File: src/rtl/acc_history_pkg.sv
// Shared action encoding and button-priority decode for the calculator accumulator.
package calc_pkg;

    typedef enum logic [1:0] {
        ACT_NONE,
        ACT_CLEAR,
        ACT_COMMIT,
        ACT_UNDO
    } action_e;

    // Coincident pulses resolve clear > commit > undo; losers are dropped.
    function automatic action_e prio_encode(input logic clr, input logic cmt, input logic und);
        if (clr) begin
            return ACT_CLEAR;
        end else if (cmt) begin
            return ACT_COMMIT;
        end else if (und) begin
            return ACT_UNDO;
        end
        return ACT_NONE;
    endfunction

endpackage

File: src/rtl/acc_history_if.sv
// Button, ALU and accumulator/history status signals of the accumulator block.
interface acc_history_if #(
    parameter int WIDTH = 16,
    parameter int DEPTH = 8
);
    localparam int CNT_W = $clog2(DEPTH + 1);

    logic             btnac;
    logic             btnc;
    logic             btnu;
    logic [WIDTH-1:0] alu_result;
    logic [WIDTH-1:0] acc;
    logic [CNT_W-1:0] hist_count;
    logic             hist_full;
    logic             hist_empty;
    logic             undo_err;

    modport master (
        output btnac, btnc, btnu, alu_result,
        input  acc, hist_count, hist_full, hist_empty, undo_err
    );

    modport slave (
        input  btnac, btnc, btnu, alu_result,
        output acc, hist_count, hist_full, hist_empty, undo_err
    );
endinterface

File: src/rtl/acc_history_btn_pulse.sv
// Raw button conditioner: 2-FF synchroniser, debounce counter and rising-edge
// pulse generator.
module btn_pulse #(
    parameter int DB_CYCLES = 4
) (
    input  logic clk,
    input  logic rst,
    input  logic raw,
    output logic pulse
);
    localparam int CW = (DB_CYCLES > 1) ? $clog2(DB_CYCLES) : 1;
    localparam logic [CW-1:0] CNT_LAST = CW'(DB_CYCLES - 1);

    logic          sync1_q, sync2_q;
    logic          level_q, level_d;
    logic          level_dly_q;
    logic          pulse_q, pulse_d;
    logic [CW-1:0] cnt_q, cnt_d;

    // Level flips only after the synchronised input has disagreed for DB_CYCLES cycles.
    always_comb begin
        level_d = level_q;
        cnt_d   = '0;
        if (sync2_q != level_q) begin
            if (cnt_q == CNT_LAST) begin
                level_d = sync2_q;
            end else begin
                cnt_d = cnt_q + 1'b1;
            end
        end
        pulse_d = level_q & ~level_dly_q;
    end

    always_ff @(posedge clk) begin
        if (rst) begin
            sync1_q     <= 1'b0;
            sync2_q     <= 1'b0;
            level_q     <= 1'b0;
            level_dly_q <= 1'b0;
            cnt_q       <= '0;
            pulse_q     <= 1'b0;
        end else begin
            sync1_q     <= raw;
            sync2_q     <= sync1_q;
            level_q     <= level_d;
            level_dly_q <= level_q;
            cnt_q       <= cnt_d;
            pulse_q     <= pulse_d;
        end
    end

    assign pulse = pulse_q;
endmodule

File: src/rtl/acc_history.sv
// Calculator accumulator with commit/clear/undo buttons and a circular undo
// history that overwrites its oldest entry when full.
module acc_history
    import calc_pkg::*;
#(
    parameter int WIDTH     = 16,
    parameter int DEPTH     = 8,
    parameter int DB_CYCLES = 4
) (
    input  logic          clk,
    input  logic          rst,
    acc_history_if.slave  bus
);
    localparam int CNT_W = $clog2(DEPTH + 1);
    localparam int PTR_W = $clog2(DEPTH);
    localparam logic [PTR_W-1:0] PTR_LAST = PTR_W'(DEPTH - 1);
    localparam logic [CNT_W-1:0] CNT_FULL = CNT_W'(DEPTH);

    logic clr_pulse, cmt_pulse, und_pulse;

    btn_pulse #(.DB_CYCLES(DB_CYCLES)) u_clr (.clk(clk), .rst(rst), .raw(bus.btnac), .pulse(clr_pulse));
    btn_pulse #(.DB_CYCLES(DB_CYCLES)) u_cmt (.clk(clk), .rst(rst), .raw(bus.btnc),  .pulse(cmt_pulse));
    btn_pulse #(.DB_CYCLES(DB_CYCLES)) u_und (.clk(clk), .rst(rst), .raw(bus.btnu),  .pulse(und_pulse));

    action_e          act;
    logic [WIDTH-1:0] hist_q [DEPTH];
    logic [WIDTH-1:0] acc_q, acc_d;
    logic [PTR_W-1:0] top_q, top_d, top_inc, top_dec;
    logic [CNT_W-1:0] count_q, count_d;
    logic             full_q, full_d;
    logic             empty_q, empty_d;
    logic             undo_err_q, undo_err_d;
    logic             push;

    assign act = prio_encode(clr_pulse, cmt_pulse, und_pulse);

    // Pointer wrap is explicit so DEPTH need not be a power of two.
    assign top_inc = (top_q == PTR_LAST) ? '0 : top_q + 1'b1;
    assign top_dec = (top_q == '0) ? PTR_LAST : top_q - 1'b1;

    always_comb begin
        acc_d      = acc_q;
        top_d      = top_q;
        count_d    = count_q;
        undo_err_d = 1'b0;
        push       = 1'b0;
        case (act)
            ACT_CLEAR: begin
                push  = 1'b1;
                acc_d = '0;
            end
            ACT_COMMIT: begin
                push  = 1'b1;
                acc_d = bus.alu_result;
            end
            ACT_UNDO: begin
                if (count_q == '0) begin
                    undo_err_d = 1'b1;
                end else begin
                    top_d   = top_dec;
                    acc_d   = hist_q[top_dec];
                    count_d = count_q - 1'b1;
                end
            end
            default: ;
        endcase
        if (push) begin
            top_d   = top_inc;
            count_d = (count_q == CNT_FULL) ? count_q : count_q + 1'b1;
        end
        full_d  = (count_d == CNT_FULL);
        empty_d = (count_d == '0);
    end

    always_ff @(posedge clk) begin
        if (rst) begin
            acc_q      <= '0;
            top_q      <= '0;
            count_q    <= '0;
            full_q     <= 1'b0;
            empty_q    <= 1'b1;
            undo_err_q <= 1'b0;
        end else begin
            acc_q      <= acc_d;
            top_q      <= top_d;
            count_q    <= count_d;
            full_q     <= full_d;
            empty_q    <= empty_d;
            undo_err_q <= undo_err_d;
        end
    end

    // History storage is data only; entries beyond hist_count are never read.
    always_ff @(posedge clk) begin
        if (push && !rst) begin
            hist_q[top_q] <= acc_q;
        end
    end

    assign bus.acc        = acc_q;
    assign bus.hist_count = count_q;
    assign bus.hist_full  = full_q;
    assign bus.hist_empty = empty_q;
    assign bus.undo_err   = undo_err_q;
endmodule

File: src/flat_wrapper.sv
// flat-port wrapper written by rule: the top's interface ports become plain ports
module acc_history_flat import calc_pkg::*;
#(
    parameter int WIDTH     = 16,
    parameter int DEPTH     = 8,
    parameter int DB_CYCLES = 4
)
  (clk, rst, bus_btnac, bus_btnc, bus_btnu, bus_alu_result, bus_acc, bus_hist_count, bus_hist_full, bus_hist_empty, bus_undo_err);
  acc_history_if #(.WIDTH(WIDTH), .DEPTH(DEPTH)) bus_i ();
  input  logic clk;
  input  logic rst;
  input wire logic [$bits(bus_i.btnac)-1:0] bus_btnac;
  input wire logic [$bits(bus_i.btnc)-1:0] bus_btnc;
  input wire logic [$bits(bus_i.btnu)-1:0] bus_btnu;
  input wire logic [$bits(bus_i.alu_result)-1:0] bus_alu_result;
  output wire logic [$bits(bus_i.acc)-1:0] bus_acc;
  output wire logic [$bits(bus_i.hist_count)-1:0] bus_hist_count;
  output wire logic [$bits(bus_i.hist_full)-1:0] bus_hist_full;
  output wire logic [$bits(bus_i.hist_empty)-1:0] bus_hist_empty;
  output wire logic [$bits(bus_i.undo_err)-1:0] bus_undo_err;
  assign bus_i.btnac = bus_btnac;
  assign bus_i.btnc = bus_btnc;
  assign bus_i.btnu = bus_btnu;
  assign bus_i.alu_result = bus_alu_result;
  assign bus_acc = bus_i.acc;
  assign bus_hist_count = bus_i.hist_count;
  assign bus_hist_full = bus_i.hist_full;
  assign bus_hist_empty = bus_i.hist_empty;
  assign bus_undo_err = bus_i.undo_err;
  acc_history #(.WIDTH(WIDTH), .DEPTH(DEPTH), .DB_CYCLES(DB_CYCLES)) u_core (.clk(clk), .rst(rst), .bus(bus_i));
endmodule
File: config.mk
export PLATFORM = sky130hd
export DESIGN_NAME = acc_history_flat
export DESIGN_NICKNAME = d
export VERILOG_FILES = /design/src/rtl/acc_history_pkg.sv /design/src/rtl/acc_history_if.sv /design/src/rtl/acc_history_btn_pulse.sv /design/src/rtl/acc_history.sv /design/src/flat_wrapper.sv
export SDC_FILE = /design/constraint.sdc
export NUM_CORES = 1
export LEC_CHECK = 0
export BUFFER_PORTS_ARGS = -buffer_cell sky130_fd_sc_hd__buf_2
export CORE_MARGIN = 1
export CORE_UTILIZATION = 40
export CTS_CLUSTER_SIZE = 8
export DETAILED_ROUTE_END_ITERATION = 10
export SETUP_SLACK_MARGIN = 0.5
export SYNTH_ARGS = -nofsm -noshare
export SYNTH_HDL_FRONTEND = slang
export SYNTH_SLANG_ARGS = --single-unit
File: constraint.sdc
create_clock -name clk -period 4.5 [get_ports clk]
set_input_delay 0.675 -clock clk [delete_from_list [all_inputs] [get_ports clk]]
set_output_delay 0.675 -clock clk [all_outputs]
set_load 0.01 [all_outputs]
==> results by group <==
CTS
  • Worst-Skew Late Latency: 0.44 ns
  • Cts hold-fix bufs: 0
  • Cts bufs inserted: 17
  • H-tree depth: 4
  • Clock transition at the registers of the reported paths: 0.07 ns
  • CTS root buffer: clkbuf_16
  • Post-CTS setup buffers: 0
  • PostCTS Resize Cnt: 0
  • Sink Count: 175
  • Max clock buf depth: 2
  • CTS tree: yes

Synthesis
  • Synth Area in XOR/XNOR: 0.629%
  • Yosys reg bits: 175
  • Post-synth ARST share: 0%
  • Sequential element share of the synthesized area: 68.7%
  • Post-Synth Simple-Gate Area: 8.08%
  • Mapped Area: ~0.0070 mm²
  • Primary FF master, synth: edfxtp_1
  • Post-Syn Area per Cell: about 14 µm²
  • Post-synthesis mux area share: 2.87%
  • Main combinational cell family by area after synthesis: compound AO/OA/AOI/OAI gates
  • Post-Syn Nets: 529
  • Number of synthesized flops with an enable pin: 128
  • Synthesis Warnings: 0
  • Gate Count Post-Synth: 497
  • Adder-cell share of the synthesized area: 1.98%
  • Netlist cell types: 45
  • Compound-Gate Fraction of Synth Area: between 10 and 15%

Floorplanning
  • Row cnt: 47
  • CORE AREA: around 0.017 mm²
  • Starting Density: 41.4%
  • Die area: 0.0179 mm²
  • Die Height: 134 µm
  • # IOs: between 40 and 50
  • Die width: 134 µm

Power and ir drop
  • Reg power frac: 54.0%
  • Worst VDD drop: 0.303 mV
  • Comb power frac: 0.8%
  • Sw Pwr: a little under 0.0007 W
  • Switching Share: 21.9%
  • Pwr/cell area: 399 mW/mm²
  • Clk pwr share: 45.3%
  • Internal: 0.00247 W
  • Leakage power: around 2.9 nW

Global route
  • Global-route track usage on met2: 26.5%
  • Met1 usage: around 25%
  • Initial antenna violation count: 0
  • First-pass GRT wire length: 23300 µm
  • Met3 Track Usage GR: 4.27%
  • Remaining global-route overflow: 0
  • Gr usage total: 17.6%
  • GR peak layer: met2
  • Pin count of the biggest net entering global routing: 52
  • Vias in the first global route: 4099

STA
  • Final Critical Period: 3.03 ns
  • Final hold violations: 0
  • Setup TNS: 0 ns
  • Clock skew: 0.0136 ns
  • Hold slack: a little under 0.4 ns
  • F_max: 0.331 GHz
  • Worst-Margin Slew: 1.11 ns
  • Final setup vio count: 0
  • Slew headroom: 26.2%
  • RSZ-0062 raised after global routing: false
  • Final period util: 67.2%
  • Final Max Tran Viols: 0

Placed design
  • I/O Buffers: 43
  • Placer congestion estimate: between 0.7 and 0.8
  • Post-DP HPWL: about 9000 µm

Setup path
  • Critical Path Slowest Stage Cell: nor2b_4
  • Critical Setup Path Class: reg -> reg
  • CP arrival: ~3.4 ns
  • Worst-path fanout max: 33
  • Cells along the critical path: clkinv_1 -> ha_1 -> ha_2 -> nor2b_4 -> buf_4 -> a221oi_1 -> a21oi_1 -> o211ai_1 -> nand2_1
  • Crit start category: flop
  • Crit end category: flop
  • CP peak stage delay: 0.65 ns
  • Worst EP required: 4.87 ns

Route
  • DRT iter0 DRCs: 413
  • Drt first pass iters: 5
  • Residual DRC: 0
  • DR WL/cell: 19.3 µm
  • Routed WL: 14800 µm
  • Via/cell ratio: 5.55
  • Vias: about 4.3k
  • Routed Antenna Nets: 0

Cells and area
  • # fillers: roughly 1.5k
  • Final core occ: ~47%
  • Ant. Diodes: 0
  • Net count, final: 565
  • Flip-flop and latch area: 0.00478 mm²
  • Area of the multi-input gates: 0.00195 mm²
  • Most frequent cells in the layout: 128 x edfxtp_1, 47 x dfxtp_1, 43 x buf_2
  • Synthesis-to-finish area growth: 14.0%
  • Share of cells above drive strength 1: a little under a fifth
  • Commonest non-fill, non-tap cell in the layout: edfxtp_1

Hold path
  • Hold Crit Class: reg -> reg

Outcome
  • Outcome: finished, final reports clean

Run
  • Max Cap Violations: 0
-- metrics by stage --
stage               instance area (µm²)  instances  setup WS (ns)  power, W
floorplan                          6960        497           1.64   0.00176
global placement                   7350        734           1.63   0.00177
detailed placement                 7350        734           1.50   0.00177
CTS                                7940        766           1.47   0.00319
global route                       7940        766           1.21   0.00327
finish                             7940        766           1.47   0.00317
-- cell type report --
| cell class | instances | area share, % |
|---|---|---|
| inverter | 13 | 0.615 |
| timing repair buffer | 54 | 3.75 |
| sequential | 175 | 60.3 |
| clock buffer | 18 | 5.53 |
| tap | 220 | 3.47 |
| multi-input combinational | 272 | 24.5 |
| clock inverter | 14 | 1.84 |
-- power by group through the flow --
stage               clock network (W)    logic, W  registers [W]
floorplan                           0  0.00000989        0.00175
global placement                    0   0.0000233        0.00175
detailed placement                  0   0.0000243        0.00175
CTS                           0.00146   0.0000243        0.00171
global route                  0.00153   0.0000258        0.00171
finish                        0.00143   0.0000241        0.00171
-- routing by layer --
layer  part of all wire [%]  wire (µm)
met1                     47       6920
met3                    4.9        724
met4                    1.4        205
met5                      0          0
met2                     47       6940
-- state kept, by name, summed over array words and instances, names as in the netlist, 2 cells and up --
| signal | count |
|---|---|
| u_core.top_q | 3 |
| u_core.u_cmt.cnt_q | 2 |
| u_core.bus.hist_count | 4 |
| u_core.bus.acc | 16 |
| u_core.u_clr.cnt_q | 2 |
| u_core.u_und.cnt_q | 2 |
| u_core.hist_q | 128 |
-- Yosys cell counts (3+ instances only) --
cell type | n | share of area [%]
mux2i_1 | 20 | 2.9
or3_1 | 4 | 0.36
xnor2_1 | 5 | 0.63
a22oi_2 | 10 | 1.8
buf_2 | 12 | 0.86
a22oi_1 | 22 | 2.4
edfxtp_1 | 128 | 55
dfxtp_1 | 47 | 14
nor2_1 | 26 | 1.4
a21oi_1 | 36 | 2.6
o221ai_1 | 16 | 2.0
o211ai_1 | 17 | 1.8
buf_4 | 3 | 0.32
nor2b_1 | 16 | 1.4
clkbuf_1 | 15 | 0.81
inv_1 | 12 | 0.65
nor3_1 | 4 | 0.29
ha_1 | 11 | 2.0
nand3_1 | 8 | 0.57
buf_6 | 6 | 0.97
a221oi_1 | 16 | 2.0
nand3b_1 | 11 | 1.2
nand2_1 | 25 | 1.3
-- worst paths after layout --
kind	start	end	slack, ns	cells after the start
worst max-delay path	u_core.top_q[0]	u_core.bus.acc[14]	1.47	9
worst min-delay path	u_core.u_und.level_dly_q	u_core.u_und.pulse	0.39	1
worst max register to register	u_core.top_q[0]	u_core.bus.acc[14]	1.47	9
worst min register to register	u_core.u_und.level_dly_q	u_core.u_und.pulse	0.39	1
-- critical path, delay by kind of cell (launching register included) --
kind / cells / cell delay [ns]
simple gates: 2 / 0.77
buf+inv: 2 / 0.61
fa+ha+maj: 2 / 0.59
flops: 1 / 0.56
compound gates: 3 / 0.41
-- cell families after synthesis --
group	after synthesis
compound gates	129
xor+xnor	5
fa+ha+maj	11
buf+inv	50
flops	175
mux	20
simple gates	107
No activity file was read; power rests on OpenSTA's default activity.
